[config.mk]
export PLATFORM = sky130hd
export DESIGN_NAME = fomu_touch_reader
export DESIGN_NICKNAME = d
export VERILOG_FILES = /design/src/rtl/fomu_touch_pkg.sv /design/src/rtl/touch_debounce.sv /design/src/rtl/fomu_touch_reader.sv
export SDC_FILE = /design/constraint.sdc
export NUM_CORES = 1
export LEC_CHECK = 0
export ABC_AREA = 0
export CAP_MARGIN = 20
export CORE_ASPECT_RATIO = 0.6
export CORE_UTILIZATION = 39
export CTS_CLUSTER_DIAMETER = 150
export DETAILED_ROUTE_END_ITERATION = 6
export GPL_ROUTABILITY_DRIVEN = 0
export PLACE_DENSITY = 0.61
export SYNTH_ARGS = -nofsm -noshare
export SYNTH_HDL_FRONTEND = slang
export SYNTH_SLANG_ARGS = --single-unit
[constraint.sdc]
create_clock -name clk -period 2.5 [get_ports clk]
set_input_delay 0.375 -clock clk [delete_from_list [all_inputs] [get_ports clk]]
set_output_delay 0.375 -clock clk [all_outputs]
set_load 0.1 [all_outputs]
[src/rtl/fomu_touch_pkg.sv]
// Shared definitions for the Fomu touch-pad reader.
// Contents: event type codes, per-pad FSM state encoding, pending-flag slot
// indices and a counter-width helper that never returns zero.
package fomu_touch_pkg;

    localparam logic [1:0] EVT_PRESS   = 2'b01;
    localparam logic [1:0] EVT_RELEASE = 2'b10;
    localparam logic [1:0] EVT_LONG    = 2'b11;

    typedef enum logic [1:0] {
        ST_IDLE    = 2'd0,
        ST_PRESSED = 2'd1,
        ST_LONG    = 2'd2
    } pad_state_e;

    // Slot order inside a pad's pending vector; lower slot = higher priority.
    localparam int P_PRESS = 0;
    localparam int P_LONG  = 1;
    localparam int P_REL   = 2;

    function automatic int cnt_width(input int n);
        return (n > 1) ? $clog2(n) : 1;
    endfunction

endpackage

[src/rtl/touch_debounce.sv]
// Single-pad synchroniser and debouncer.
// Ports:
//   clk, rst  clock and synchronous active-high reset
//   pad       raw pad level, asynchronous, active-low (0 = touched)
//   stable    debounced level, 1 = touched
//   rise      one-cycle pulse, combinational: stable goes 0->1 at the next edge
//   fall      one-cycle pulse, combinational: stable goes 1->0 at the next edge
module touch_debounce
    import fomu_touch_pkg::*;
#(
    parameter int DEBOUNCE_CYCLES = 48000
) (
    input  logic clk,
    input  logic rst,
    input  logic pad,
    output logic stable,
    output logic rise,
    output logic fall
);

    localparam int CW = cnt_width(DEBOUNCE_CYCLES);
    localparam logic [CW-1:0] CNT_MAX = CW'(DEBOUNCE_CYCLES - 1);

    logic [1:0]    sync;
    logic          sample;
    logic [CW-1:0] cnt;
    logic          flip;

    // Synchroniser resets to the released level so no spurious press follows reset.
    always_ff @(posedge clk) begin
        if (rst) sync <= 2'b11;
        else     sync <= {sync[0], pad};
    end

    assign sample = ~sync[1];
    assign flip   = (sample != stable) && (cnt == CNT_MAX);
    assign rise   = flip & ~stable;
    assign fall   = flip &  stable;

    always_ff @(posedge clk) begin
        if (rst) begin
            cnt    <= '0;
            stable <= 1'b0;
        end else if (sample == stable) begin
            cnt    <= '0;
        end else if (flip) begin
            cnt    <= '0;
            stable <= ~stable;
        end else begin
            cnt    <= cnt + 1'b1;
        end
    end

endmodule

[src/rtl/fomu_touch_reader.sv]
// Fomu touch-pad reader: debounces each pad, classifies press / release /
// long-press, queues one pending flag per event kind per pad and issues them
// one at a time over a valid/ready stream.
// Ports:
//   clk, rst     clock and synchronous active-high reset
//   pad_i        raw pad levels, active-low
//   pressed_o    debounced levels, 1 = pressed
//   evt_valid_o  event available; evt_ready_i accepts it
//   evt_pad_o    pad index of the event
//   evt_type_o   01 press, 10 release, 11 long press
//   evt_drop_o   sticky overflow indicator, cleared only by rst
// Build option: define TOUCH_LONG_PRESS_EN to include the LONG state, the hold
// counter and long-press events; otherwise LONG_PRESS_CYCLES is ignored.
module fomu_touch_reader
    import fomu_touch_pkg::*;
#(
    parameter int N_PADS            = 4,
    parameter int DEBOUNCE_CYCLES   = 48000,
    parameter int LONG_PRESS_CYCLES = 24000000
) (
    input  logic                         clk,
    input  logic                         rst,
    input  logic [N_PADS-1:0]            pad_i,
    output logic [N_PADS-1:0]            pressed_o,
    output logic                         evt_valid_o,
    input  logic                         evt_ready_i,
    output logic [cnt_width(N_PADS)-1:0] evt_pad_o,
    output logic [1:0]                   evt_type_o,
    output logic                         evt_drop_o
);

    localparam int PW = cnt_width(N_PADS);

    logic [N_PADS-1:0]      stable, rise, fall;
    logic [N_PADS-1:0][2:0] set_evt;   // flags raised by the FSMs this cycle
    logic [N_PADS-1:0][2:0] pend;
    logic [N_PADS-1:0][2:0] sel_clr;   // flag the selector would take
    logic [N_PADS-1:0][2:0] take;      // flag actually taken this cycle
    logic                   sel_any;
    logic [PW-1:0]          sel_pad;
    logic [1:0]             sel_type;
    logic                   load;

    assign pressed_o = stable;

    for (genvar p = 0; p < N_PADS; p++) begin : g_pad
        pad_state_e state, state_nxt;
        logic       s_press, s_long, s_rel;

        touch_debounce #(.DEBOUNCE_CYCLES(DEBOUNCE_CYCLES)) u_deb (
            .clk    (clk),
            .rst    (rst),
            .pad    (pad_i[p]),
            .stable (stable[p]),
            .rise   (rise[p]),
            .fall   (fall[p])
        );

`ifdef TOUCH_LONG_PRESS_EN
        localparam int HW = cnt_width(LONG_PRESS_CYCLES);
        logic [HW-1:0] hold;
        logic          hold_done;

        assign hold_done = (hold == HW'(LONG_PRESS_CYCLES - 1));

        // Held at zero while idle, so it starts from zero on press acceptance;
        // frozen in LONG so only one long event can occur per press.
        always_ff @(posedge clk) begin
            if (rst || state == ST_IDLE) hold <= '0;
            else if (state == ST_PRESSED) hold <= hold + 1'b1;
        end
`else
        logic unused_long_cfg;
        assign unused_long_cfg = (LONG_PRESS_CYCLES != 0);
`endif

        always_ff @(posedge clk) begin
            if (rst) state <= ST_IDLE;
            else     state <= state_nxt;
        end

        always_comb begin
            state_nxt = state;
            s_press   = 1'b0;
            s_long    = 1'b0;
            s_rel     = 1'b0;
            case (state)
                ST_IDLE: begin
                    if (rise[p]) begin
                        state_nxt = ST_PRESSED;
                        s_press   = 1'b1;
                    end
                end
                ST_PRESSED: begin
                    if (fall[p]) begin
                        state_nxt = ST_IDLE;
                        s_rel     = 1'b1;
                    end
`ifdef TOUCH_LONG_PRESS_EN
                    else if (hold_done) begin
                        state_nxt = ST_LONG;
                        s_long    = 1'b1;
                    end
                end
                ST_LONG: begin
                    if (fall[p]) begin
                        state_nxt = ST_IDLE;
                        s_rel     = 1'b1;
                    end
`endif
                end
                default: state_nxt = ST_IDLE;
            endcase
        end

        assign set_evt[p] = {s_rel, s_long, s_press};
    end

    // Lowest pad wins (loop runs high to low so the last hit is kept);
    // within a pad press > long > release, matching causal order.
    always_comb begin
        sel_any  = 1'b0;
        sel_pad  = '0;
        sel_type = EVT_PRESS;
        sel_clr  = '0;
        for (int p = N_PADS - 1; p >= 0; p--) begin
            if (|pend[p]) begin
                sel_any = 1'b1;
                sel_pad = PW'(p);
                sel_clr = '0;
                if (pend[p][P_PRESS]) begin
                    sel_type             = EVT_PRESS;
                    sel_clr[p][P_PRESS]  = 1'b1;
                end else if (pend[p][P_LONG]) begin
                    sel_type             = EVT_LONG;
                    sel_clr[p][P_LONG]   = 1'b1;
                end else begin
                    sel_type             = EVT_RELEASE;
                    sel_clr[p][P_REL]    = 1'b1;
                end
            end
        end
    end

    assign load = ~evt_valid_o | evt_ready_i;

    always_comb begin
        take = '0;
        if (load) take = sel_clr;
    end

    // A flag taken this cycle frees its slot, so a new instance in the same
    // cycle is kept rather than counted as a drop.
    always_ff @(posedge clk) begin
        if (rst) begin
            pend       <= '0;
            evt_drop_o <= 1'b0;
        end else begin
            pend <= (pend & ~take) | set_evt;
            if (|(set_evt & pend & ~take)) evt_drop_o <= 1'b1;
        end
    end

    always_ff @(posedge clk) begin
        if (rst) begin
            evt_valid_o <= 1'b0;
            evt_pad_o   <= '0;
            evt_type_o  <= 2'b00;
        end else if (load) begin
            evt_valid_o <= sel_any;
            if (sel_any) begin
                evt_pad_o  <= sel_pad;
                evt_type_o <= sel_type;
            end
        end
    end

endmodule
==> summary.txt, run 1 <==
Drt
  – DRT antenna net count: 0
  – Detailed-route DRC error count: 0
  – Detailed Route Iter0 Violations: 238
  – WL final: 7850 um
  – Mean number of vias per cell: 5.03
  – Routed vias: 3201
  – Initial DRT Pass Iterations: 4
  – Wire per inst: 12.3 um

Critical path
  – Critical Path Fanout Max: 16
  – Critical path startpoint category: flop
  – RR Endpoint: g_pad[0].u_deb.cnt[13]
  – Reg-to-Reg Start: g_pad[0].u_deb.cnt[0]
  – Critical Path Source: g_pad[0].u_deb.cnt[0]
  – Worst Reg-to-Reg Cells: 6
  – Arr. time, crit path: 2.32 ns
  – Kind of end point of the critical path: flop
  – Worst Path Required: 2.71 ns
  – Crit Path Class: reg -> reg
  – Worst setup path end: g_pad[0].u_deb.cnt[13]
  – Worst R2R Setup Slack: 0.38 ns

Layout
  – Filler Cell Count: 1047
  – Layout area overhead: 11.2%
  – Layout cells sized above 1: 10.1%
  – Core Util, Final: 44.8%
  – Final #Nets: 503
  – Multi-input logic area: 2140 um2
  – Register area: 1960 um2
  – N_diodes: 0

Synth
  – Ys Warns: 0
  – Yosys top cell area share: 46.0%
  – Most common flop cell mapped by yosys: dfxtp_1
  – Sequential element share of the synthesized area: 46.0%
  – Synthesized area: 4270 um2
  – FF+latch count, synth: 98
  – Distinct cells, synth: 55
  – Synth area leader: dfxtp_1
  – EDFF count, synth: 0
  – Synth area leaders: dfxtp_1, nor2_1, xor2_1
  – Most frequent cells after synthesis: dfxtp_1, nor2_1, xor2_1, nand2_1, nand3_1
  – Synth Instances: 483
  – Synthesized Nets: 494
  – FFs w/ async S/R, synth: 0%
  – Top-count cell post-synth: dfxtp_1
  – Syn avg cell area: 8.84 um2

Timing
  – Clock skew: 0.00634 ns
  – Final setup fails: 0
  – Fin. Hold Viols: 0
  – Final max-slew violation count: 0
  – Setup slack after layout: 0.384 ns
  – Worst slew pin tran: 0.600 ns
  – Min Tclk post-route: 2.12 ns
  – Tcrit/Tclk final: 84.6%
  – RSZ-0062 raised after global routing: false
  – Final TNS setup: 0 ns
  – Max Fclk: 473 MHz
  – Max-Slew Margin vs Limit: 59.6%

CTS
  – CTS tree: built
  – Post-CTS setup buffers: 0
  – H-Tree Depth: 3
  – Total CTS buffers: 9
  – Clk slew on worst S/H paths: 0.07 ns
  – Root buf cell: clkbuf_16
  – Worst-Skew Late Latency: 0.34 ns
  – Sink Count: 98
  – # resized after CTS: 0
  – Max clock buf depth: 2
  – Number of hold buffers added after cts: 0

Power and ir drop
  – PwrDens: 618 nW/um2
  – Maximum VDD drop: 0.389 mV
  – PnR Total Power: 0.00294 W
  – Leakage: 1.65 nW

Global routing
  – First-pass GRT wire length: 13700 um
  – Total global-route track usage: 15.1%
  – Initial antenna violation count: 0
  – Vias in the first global route: 2894
  – Largest net degree at the start of global routing: 18
  – Grt ovf: 0

Floorplanning
  – Initial core utilization: 40.3%
  – Die width: 137 um
  – Core Area: 10600 um2
  – IO Pins: 17
  – DIE AREA: 11400 um2
  – Rows: 29
  – Chip height: 83.0 um

Placement
  – Pre-CTS setup slack: 0.332 ns
  – Post-DP HPWL: 5550 um
  – IO buf count: 16

Run status
  – Status: finished clean

Min path
  – Hold crit path type: reg -> reg
  – Hold_sp: g_pad[1].u_deb.sync[0]

Job
  – Maxcap violations: 0
[per-stage QoR]
step                      hold slack (ns)  std cells  area [um2]
after floorplan                     0.389        483        4270
after global placement              0.393        620        4470
after detailed placement            0.392        620        4470
after CTS                           0.411        636        4750
after global routing                0.421        636        4750
final                               0.411        636        4750
[registers in the layout, summed over array words and instances (netlist names)]
name,count
g_pad.state,4
g_pad.u_deb.sync,8
pend,12
evt_valid_o,1
evt_pad_o,2
evt_drop_o,1
g_pad.u_deb.stable,4
g_pad.u_deb.cnt,64
evt_type_o,2
[worst max-delay path: stages (launching register included)]
cell and delay [ns]:
dfxtp_1 0.37, ha_1 0.19, and3_1 0.26, nand2_1 0.13, nor4_4 0.40, or3_1 0.52, nor2_1 0.11
[cells in the final DEF, fill, tap and decap left out, types with 4 or more instances in the layout]
cell type         n
o31ai_1           5
a21oi_1          21
o21ai_0           4
nor3b_1           6
xnor2_1          24
inv_1            11
nor3_1           14
nand3_1          27
clkdlybuf4s50_1   6
or3_1             7
nand4_1          20
and3_1           13
ha_1              4
dfxtp_1          98
nand2_1          27
buf_4            12
nand2b_1          4
or2_2             9
nor2_1           91
clkbuf_16         9
xor2_1           33
[metal layers]
metal / global-route usage, % / share of wire, %
met1: 23.1 / 55
met2: 20.1 / 39
met3: 4.09 / 4.2
met4: 5.00 / 1.3
met5: 0 / 0
[power by group]
part / switching, W / internal (W) / leakage, nW
clock network: 0.000609 / 0.000681 / 0.128
logic: 0.0000280 / 0.0000286 / 0.732
registers: 0.0000146 / 0.00157 / 0.792
total: 0.000651 / 0.00228 / 1.65
[kinds of logic (layout without fill, tap and decap cells)]
| family | after synthesis | after routing | share of synthesized area (%) |
|---|---|---|---|
| AND/OR/NAND/NOR | 240 | 240 | 29.0 |
| AO/OA/AOI/OAI | 53 | 53 | 8.27 |
| adder cells (fa/ha/maj) | 4 | 4 | 1.17 |
| buffers and inverters | 31 | 45 | 3.87 |
| XOR/XNOR | 57 | 57 | 11.7 |
| flip-flops | 98 | 98 | 46.0 |
[how the worst min path moves through the flow]
stage | endpoint | slack [ns] | cells after the start
finish | g_pad[1].u_deb.sync[1] | 0.41 | 1
global route | g_pad[3].u_deb.sync[1] | 0.42 | 1
CTS | g_pad[3].u_deb.sync[1] | 0.41 | 1
detailed placement | g_pad[1].u_deb.sync[1] | 0.39 | 1
global placement | g_pad[1].u_deb.sync[1] | 0.39 | 1
floorplan | g_pad[0].u_deb.sync[1] | 0.39 | 1
[cell type report]
cell class | instances | area share, %
repair buffers | 18 | 3.16
clock inverters | 7 | 1.13
well taps | 139 | 3.66
clock buffers | 9 | 4.74
multi-input cells | 354 | 45.1
flip-flops and latches | 98 | 41.3
inverters | 11 | 0.870
Note: power is estimated with default switching activity, not from simulation.
==> run 2, diff against run 1 <==
==> constraint.sdc (replaced) <==
create_clock -name clk -period 2.17 [get_ports clk]
set_input_delay 0.3255 -clock clk [delete_from_list [all_inputs] [get_ports clk]]
set_output_delay 0.3255 -clock clk [all_outputs]
set_load 0.1 [all_outputs]
==> run 2 against run 1 <==
Fmax grew 13%. Via count grew 2.5%. Utilization grew 1.4 points. Hold slack lost 0.0075 ns. Routed wire length grew 1.6%. Final area grew 3.1%. Critical endpoint is now evt_drop_o. Largest cell class unchanged.
==> summary.txt, run 2 (synthesis gave the netlist of run 1 again) <==
Run status
  – Status: finished clean

Layout
  – Register bank with the most flops: g_pad.u_deb.cnt
  – Filler Cell Count: 1027 (-1.9%)
  – Largest registers: g_pad.u_deb.cnt (64), pend (12), g_pad.u_deb.sync (8)
  – Commonest cells after routing, fill and taps aside: dfxtp_1, nor2_1, xor2_1
  – Commonest non-fill, non-tap cell in the layout: dfxtp_1
  – Layout Cells excl Fill: 646 (+1.6%)
  – Final #Nets: 514 (+2.2%)
  – Layout cells sized above 1: 11.8% (+1.8 points)
  – Largest register FFs: 64 (unchanged)
  – N_diodes: 0 (unchanged)
  – Layout area overhead: 14.6%
  – Final Instance Area: 4890 um2 (+3.1%)

CTS
  – Worst-Skew Late Latency: 0.34 ns (about the same)
  – Total CTS buffers: 9 (unchanged)
  – Clk slew on worst S/H paths: 0.07 ns (about the same)
  – H-Tree Depth: 3 (unchanged)
  – Number of hold buffers added after cts: 0 (unchanged)
  – Post-CTS setup buffers: 0 (unchanged)
  – Root buf cell: clkbuf_16
  – Sink Count: 98 (unchanged)
  – CTS tree: built
  – # resized after CTS: 0 (unchanged)
  – Max clock buf depth: 2 (unchanged)

Timing
  – Setup slack after layout: 0.290 ns (-0.0936 ns)
  – Max Fclk: 532 MHz (+13%)
  – Worst hold margin: 0.403 ns (-0.00750 ns)
  – RSZ-0062 raised after global routing: false
  – Min Tclk post-route: 1.88 ns (-0.236 ns)
  – Final TNS setup: 0 ns (unchanged)
  – Max-Slew Margin vs Limit: 67.6% (+8.0 points)
  – Tcrit/Tclk final: 86.6% (+2.0 points)
  – Worst slew pin tran: 0.481 ns (-0.119 ns)
  – Fin. Hold Viols: 0 (unchanged)
  – Clock skew: 0.00730 ns (+0.000963 ns)
  – Final max-slew violation count: 0 (unchanged)
  – Final setup fails: 0 (unchanged)

Floorplanning
  – Core Area: 10600 um2 (unchanged)
  – Rows: 29 (unchanged)
  – DIE AREA: 11400 um2 (unchanged)
  – Die width: 137 um (unchanged)
  – Initial core utilization: 40.3% (unchanged)
  – Chip height: 83.0 um (unchanged)
  – IO Pins: 17 (unchanged)

Critical path
  – Cell family with most CP delay: simple AND/OR/NAND/NOR gates
  – Critical path depth: 6 (unchanged)
  – Reg-to-Reg Start: g_pad[3].u_deb.cnt[0]
  – Critical-path top delay cell: nor4_4
  – Worst Reg-to-Reg Cells: 6 (unchanged)
  – Worst R2R Setup Slack: 0.29 ns (-0.09 ns)
  – Crit Path Class: reg -> reg
  – Buffers & Inverters on Critical Path: 0 (unchanged)
  – Crit-path cells: ha_1, nand4_1, nor4_4, o21ai_2, or3_1, a31oi_1
  – Critical path startpoint category: flop
  – Arr. time, crit path: 2.15 ns (-0.17 ns)
  – RR Endpoint: evt_drop_o
  – Kind of end point of the critical path: flop
  – Critical Path Fanout Max: 5 (-11)
  – Worst Path Required: 2.44 ns (-0.27 ns)
  – Slowest stage delay, CP: 0.45 ns (-0.07 ns)

Global routing
  – Initial antenna violation count: 0 (unchanged)
  – Vias in the first global route: 2961 (+2.3%)
  – Total global-route track usage: 15.1% (-0.069 points)
  – Largest net degree at the start of global routing: 18 (unchanged)
  – Grt ovf: 0 (unchanged)
  – First-pass GRT wire length: 13800 um (+1.1%)

Placement
  – Placed Cells: 631 (+1.8%)
  – Post-placement cell area: 4550 um2 (+1.8%)
  – Post-DP HPWL: 5720 um (+3.0%)
  – IO buf count: 16 (unchanged)
  – Pre-CTS setup slack: 0.277 ns (-0.0553 ns)

Drt
  – Wire per inst: 12.3 um (about the same)
  – Detailed-route DRC error count: 0 (unchanged)
  – Routed vias: 3280 (+2.5%)
  – WL final: 7970 um (+1.6%)
  – Initial DRT Pass Iterations: 5 (+1)
  – Detailed Route Iter0 Violations: 220 (-7.6%)
  – DRT antenna net count: 0 (unchanged)
  – Mean number of vias per cell: 5.08 (+0.88%)

Min path
  – Hold crit path type: reg -> reg
  – Hold Path End: g_pad[1].u_deb.sync[1]
  – Hold Path Stages: 1 (unchanged)
  – Hold_sp: g_pad[1].u_deb.sync[0]

Job
  – Maxcap violations: 0 (unchanged)

Power and ir drop
  – Leakage: 1.74 nW (+5.4%)
  – Maximum VDD drop: 0.461 mV (+19%)
  – PwrDens: 756 nW/um2 (+22%)
==> run 2: cell count changes in the layout (fill, tap and decap cells not counted) <==
cell,previous run,this run
clkbuf_8,0,1
inv_6,2,0
clkinv_4,1,0
bufinv_16,0,3
buf_4,12,23
clkinvlp_4,3,1
==> run 2: power breakdown <==
group / leakage, nW / switching (W) / internal [W]
combinational: 0.785 / 0.0000324 / 0.0000353
sequential: 0.792 / 0.0000168 / 0.00181
clock: 0.165 / 0.000652 / 0.00115
total: 1.74 / 0.000701 / 0.00300
==> run 2: worst max-delay path by stage <==
stage | end | slack, ns | start
after floorplan | evt_drop_o | 0.20 | evt_valid_o
after global placement | evt_drop_o | 0.33 | g_pad[3].u_deb.cnt[0]
after detailed placement | evt_drop_o | 0.28 | g_pad[3].u_deb.cnt[0]
after CTS | evt_drop_o | 0.26 | g_pad[3].u_deb.cnt[0]
after global routing | evt_drop_o | 0.11 | g_pad[3].u_deb.cnt[0]
final | evt_drop_o | 0.29 | g_pad[3].u_deb.cnt[0]
==> run 2: per-layer routing <==
metal	wire length [um]	track usage [%]	share of wire, %	vias up
met1	4280	22.1	54	1514
met5	0	0	0	-
li1	-	-	-	1699
met2	3250	21.3	41	59
met3	383	3.79	4.8	8
met4	67	4.90	0.84	0
==> run 2: worst reg2reg max path: stages, from the launching register on <==
cell and delay [ns]:
dfxtp_1 0.37, ha_1 0.22, nand4_1 0.23, nor4_4 0.45, o21ai_2 0.08, or3_1 0.33
a31oi_1 0.14
==> run 2: cell type report <==
class / count / area, um2 / share of cell area, %
flip-flops and latches: 98 / 1960 / 40.1
well taps: 139 / 174 / 3.55
clock inverters: 5 / 103 / 2.10
multi-input cells: 354 / 2140 / 43.8
repair buffers: 29 / 233 / 4.76
clock buffers: 10 / 239 / 4.88
inverters: 11 / 41.3 / 0.844
==> run 2: stage by stage <==
step | util, % | total power [W]
after global placement | 42.9 | 0.00194
after detailed placement | 42.9 | 0.00194
final | 46.2 | 0.00370
after floorplan | - | 0.00192
after CTS | 46.2 | 0.00373
after global routing | 46.2 | 0.00381
==> run 3, diff against run 2 <==
--- a/config.mk
+++ b/config.mk
@@ -12,7 +12,6 @@
 export CTS_CLUSTER_DIAMETER = 150
 export DETAILED_ROUTE_END_ITERATION = 6
 export GPL_ROUTABILITY_DRIVEN = 0
-export PLACE_DENSITY = 0.61
 export SYNTH_ARGS = -nofsm -noshare
 export SYNTH_HDL_FRONTEND = slang
 export SYNTH_SLANG_ARGS = --single-unit
==> run 3 against run 2 <==
Sequential power about the same. Critical path type unchanged. Hold slack better by 0.0038 ns. Global-route usage down 0.070 points. Critical endpoint is now g_pad[3].u_deb.cnt[5].
==> summary.txt, run 3 (synthesis gave the netlist of run 1 again) <==
Run status
  – Status: finished clean

Timing
  – Tcrit/Tclk final: 90.1% (+3.5 points)
  – Worst slew pin tran: 0.590 ns (+0.109 ns)
  – Final setup fails: 0 (unchanged)
  – Min Tclk post-route: 1.96 ns (+0.0761 ns)
  – Clock skew: 0.00534 ns (-0.00197 ns)
  – Fin. Hold Viols: 0 (unchanged)
  – RSZ-0062 raised after global routing: false
  – Final max-slew violation count: 0 (unchanged)
  – Max Fclk: 511 MHz (-3.9%)
  – Max-Slew Margin vs Limit: 60.4% (-7.2 points)
  – Final TNS setup: 0 ns (unchanged)

Placement
  – Post-DP HPWL: 5510 um (-3.7%)
  – IO buf count: 16 (unchanged)
  – Placed Cells: 627 (-0.63%)

Drt
  – WL final: 7810 um (-2.1%)
  – Wire per inst: 12.2 um (-1.5%)
  – Mean number of vias per cell: 4.95 (-2.4%)
  – Detailed-route DRC error count: 0 (unchanged)
  – DRT antenna net count: 0 (unchanged)
  – Routed vias: 3180 (-3.0%)
  – Initial DRT Pass Iterations: 4 (-1)
  – Detailed Route Iter0 Violations: 175 (-20%)

Job
  – Maxcap violations: 0 (unchanged)

Power and ir drop
  – PwrDens: 701 nW/um2 (-7.3%)
  – Leakage: 1.69 nW (-2.7%)
  – Maximum VDD drop: 0.366 mV (-21%)

Critical path
  – Slowest stage delay, CP: 0.52 ns (+0.07 ns)
  – Critical-path top delay cell: nor4_4
  – Worst Path Required: 2.38 ns (-0.06 ns)
  – Crit-path cells: ha_1, nand4_1, nor4_4, or3_2, nor2_1
  – Kind of end point of the critical path: flop
  – Critical path startpoint category: flop
  – Crit Path Class: reg -> reg
  – Cell family with most CP delay: simple AND/OR/NAND/NOR gates
  – Critical Path Fanout Max: 16 (+11)
  – Arr. time, crit path: 2.17 ns (+0.02 ns)
  – Buffers & Inverters on Critical Path: 0 (unchanged)

Global routing
  – Vias in the first global route: 2844 (-4.0%)
  – Initial antenna violation count: 0 (unchanged)
  – Grt ovf: 0 (unchanged)
  – Total global-route track usage: 15.0% (-0.070 points)
  – Largest net degree at the start of global routing: 39 (+21)
  – First-pass GRT wire length: 13600 um (-1.5%)

Layout
  – Commonest cells after routing, fill and taps aside: dfxtp_1, nor2_1, xor2_1
  – Register bank with the most flops: g_pad.u_deb.cnt
  – Commonest non-fill, non-tap cell in the layout: dfxtp_1
  – Layout Cells excl Fill: 642 (-0.62%)
  – Final #Nets: 510 (-0.78%)
  – Largest registers: g_pad.u_deb.cnt (64), pend (12), g_pad.u_deb.sync (8)
  – Filler Cell Count: 1020 (-0.68%)
  – Register area: 1960 um2 (unchanged)
  – Largest register FFs: 64 (unchanged)
  – Layout cells sized above 1: 10.7% (-1.1 points)
  – N_diodes: 0 (unchanged)
  – Multi-input logic area: 2140 um2 (unchanged)
  – Layout area overhead: 12.6%

Min path
  – Hold crit path type: reg -> reg

CTS
  – Clk slew on worst S/H paths: 0.06 ns (about the same)
  – Number of hold buffers added after cts: 0 (unchanged)
  – Worst-Skew Late Latency: 0.33 ns (about the same)
  – CTS tree: built
  – Root buf cell: clkbuf_16
  – H-Tree Depth: 3 (unchanged)
  – # resized after CTS: 0 (unchanged)
  – Total CTS buffers: 9 (unchanged)
  – Sink Count: 98 (unchanged)
  – Post-CTS setup buffers: 0 (unchanged)
  – Max clock buf depth: 2 (unchanged)

Floorplanning
  – Rows: 29 (unchanged)
  – DIE AREA: 11400 um2 (unchanged)
  – Die width: 137 um (unchanged)
  – Initial core utilization: 40.3% (unchanged)
  – Chip height: 83.0 um (unchanged)
  – IO Pins: 17 (unchanged)
  – Core Area: 10600 um2 (unchanged)
run 3: final timing paths:
kind | from | endpoint | slack [ns] | depth (start not counted)
setup / recovery | g_pad[3].u_deb.cnt[0] | g_pad[3].u_deb.cnt[5] | 0.21 | 5
hold / removal | g_pad[1].u_deb.sync[0] | g_pad[1].u_deb.sync[1] | 0.41 | 1
setup reg to reg | g_pad[3].u_deb.cnt[0] | g_pad[3].u_deb.cnt[5] | 0.21 | 5
hold reg to reg | g_pad[1].u_deb.sync[0] | g_pad[1].u_deb.sync[1] | 0.41 | 1
run 3: power by group:
group	switching, W	internal (W)	total, W	leakage [nW]
logic	0.0000319	0.0000354	0.0000674	0.771
registers	0.0000163	0.00181	0.00183	0.792
clock network	0.000639	0.000833	0.00147	0.132
total	0.000688	0.00268	0.00337	1.69
run 3: layout make-up:
type | count | area share (%)
clock buffers | 13 | 5.42
clock inverters | 2 | 0.260
inverters | 11 | 0.859
multi-input cells | 354 | 44.5
flip-flops and latches | 98 | 40.8
well taps | 139 | 3.62
repair buffers | 25 | 4.48
run 3: through the flow:
stage / setup slack (ns) / utilization (%) / power [W] / hold WS (ns) / instance area, um2
2_1_floorplan: 0.200 / - / 0.00192 / 0.389 / 4270
3_3_place_gp: 0.301 / 42.8 / 0.00194 / 0.392 / 4530
3_5_place_dp: 0.199 / 42.8 / 0.00194 / 0.395 / 4530
4_1_cts: 0.194 / 45.4 / 0.00342 / 0.410 / 4810
5_1_grt: 0.0685 / 45.4 / 0.00349 / 0.436 / 4810
6_report: 0.214 / 45.4 / 0.00337 / 0.407 / 4810
run 3: per-layer routing:
| layer | up-vias | GRT usage (%) | wire (um) |
|---|---|---|---|
| met4 | 0 | 4.20 | 61 |
| met1 | 1453 | 23.2 | 4610 |
| met5 | - | 0 | 0 |
| li1 | 1688 | - | - |
| met2 | 33 | 19.2 | 2870 |
| met3 | 6 | 4.95 | 258 |
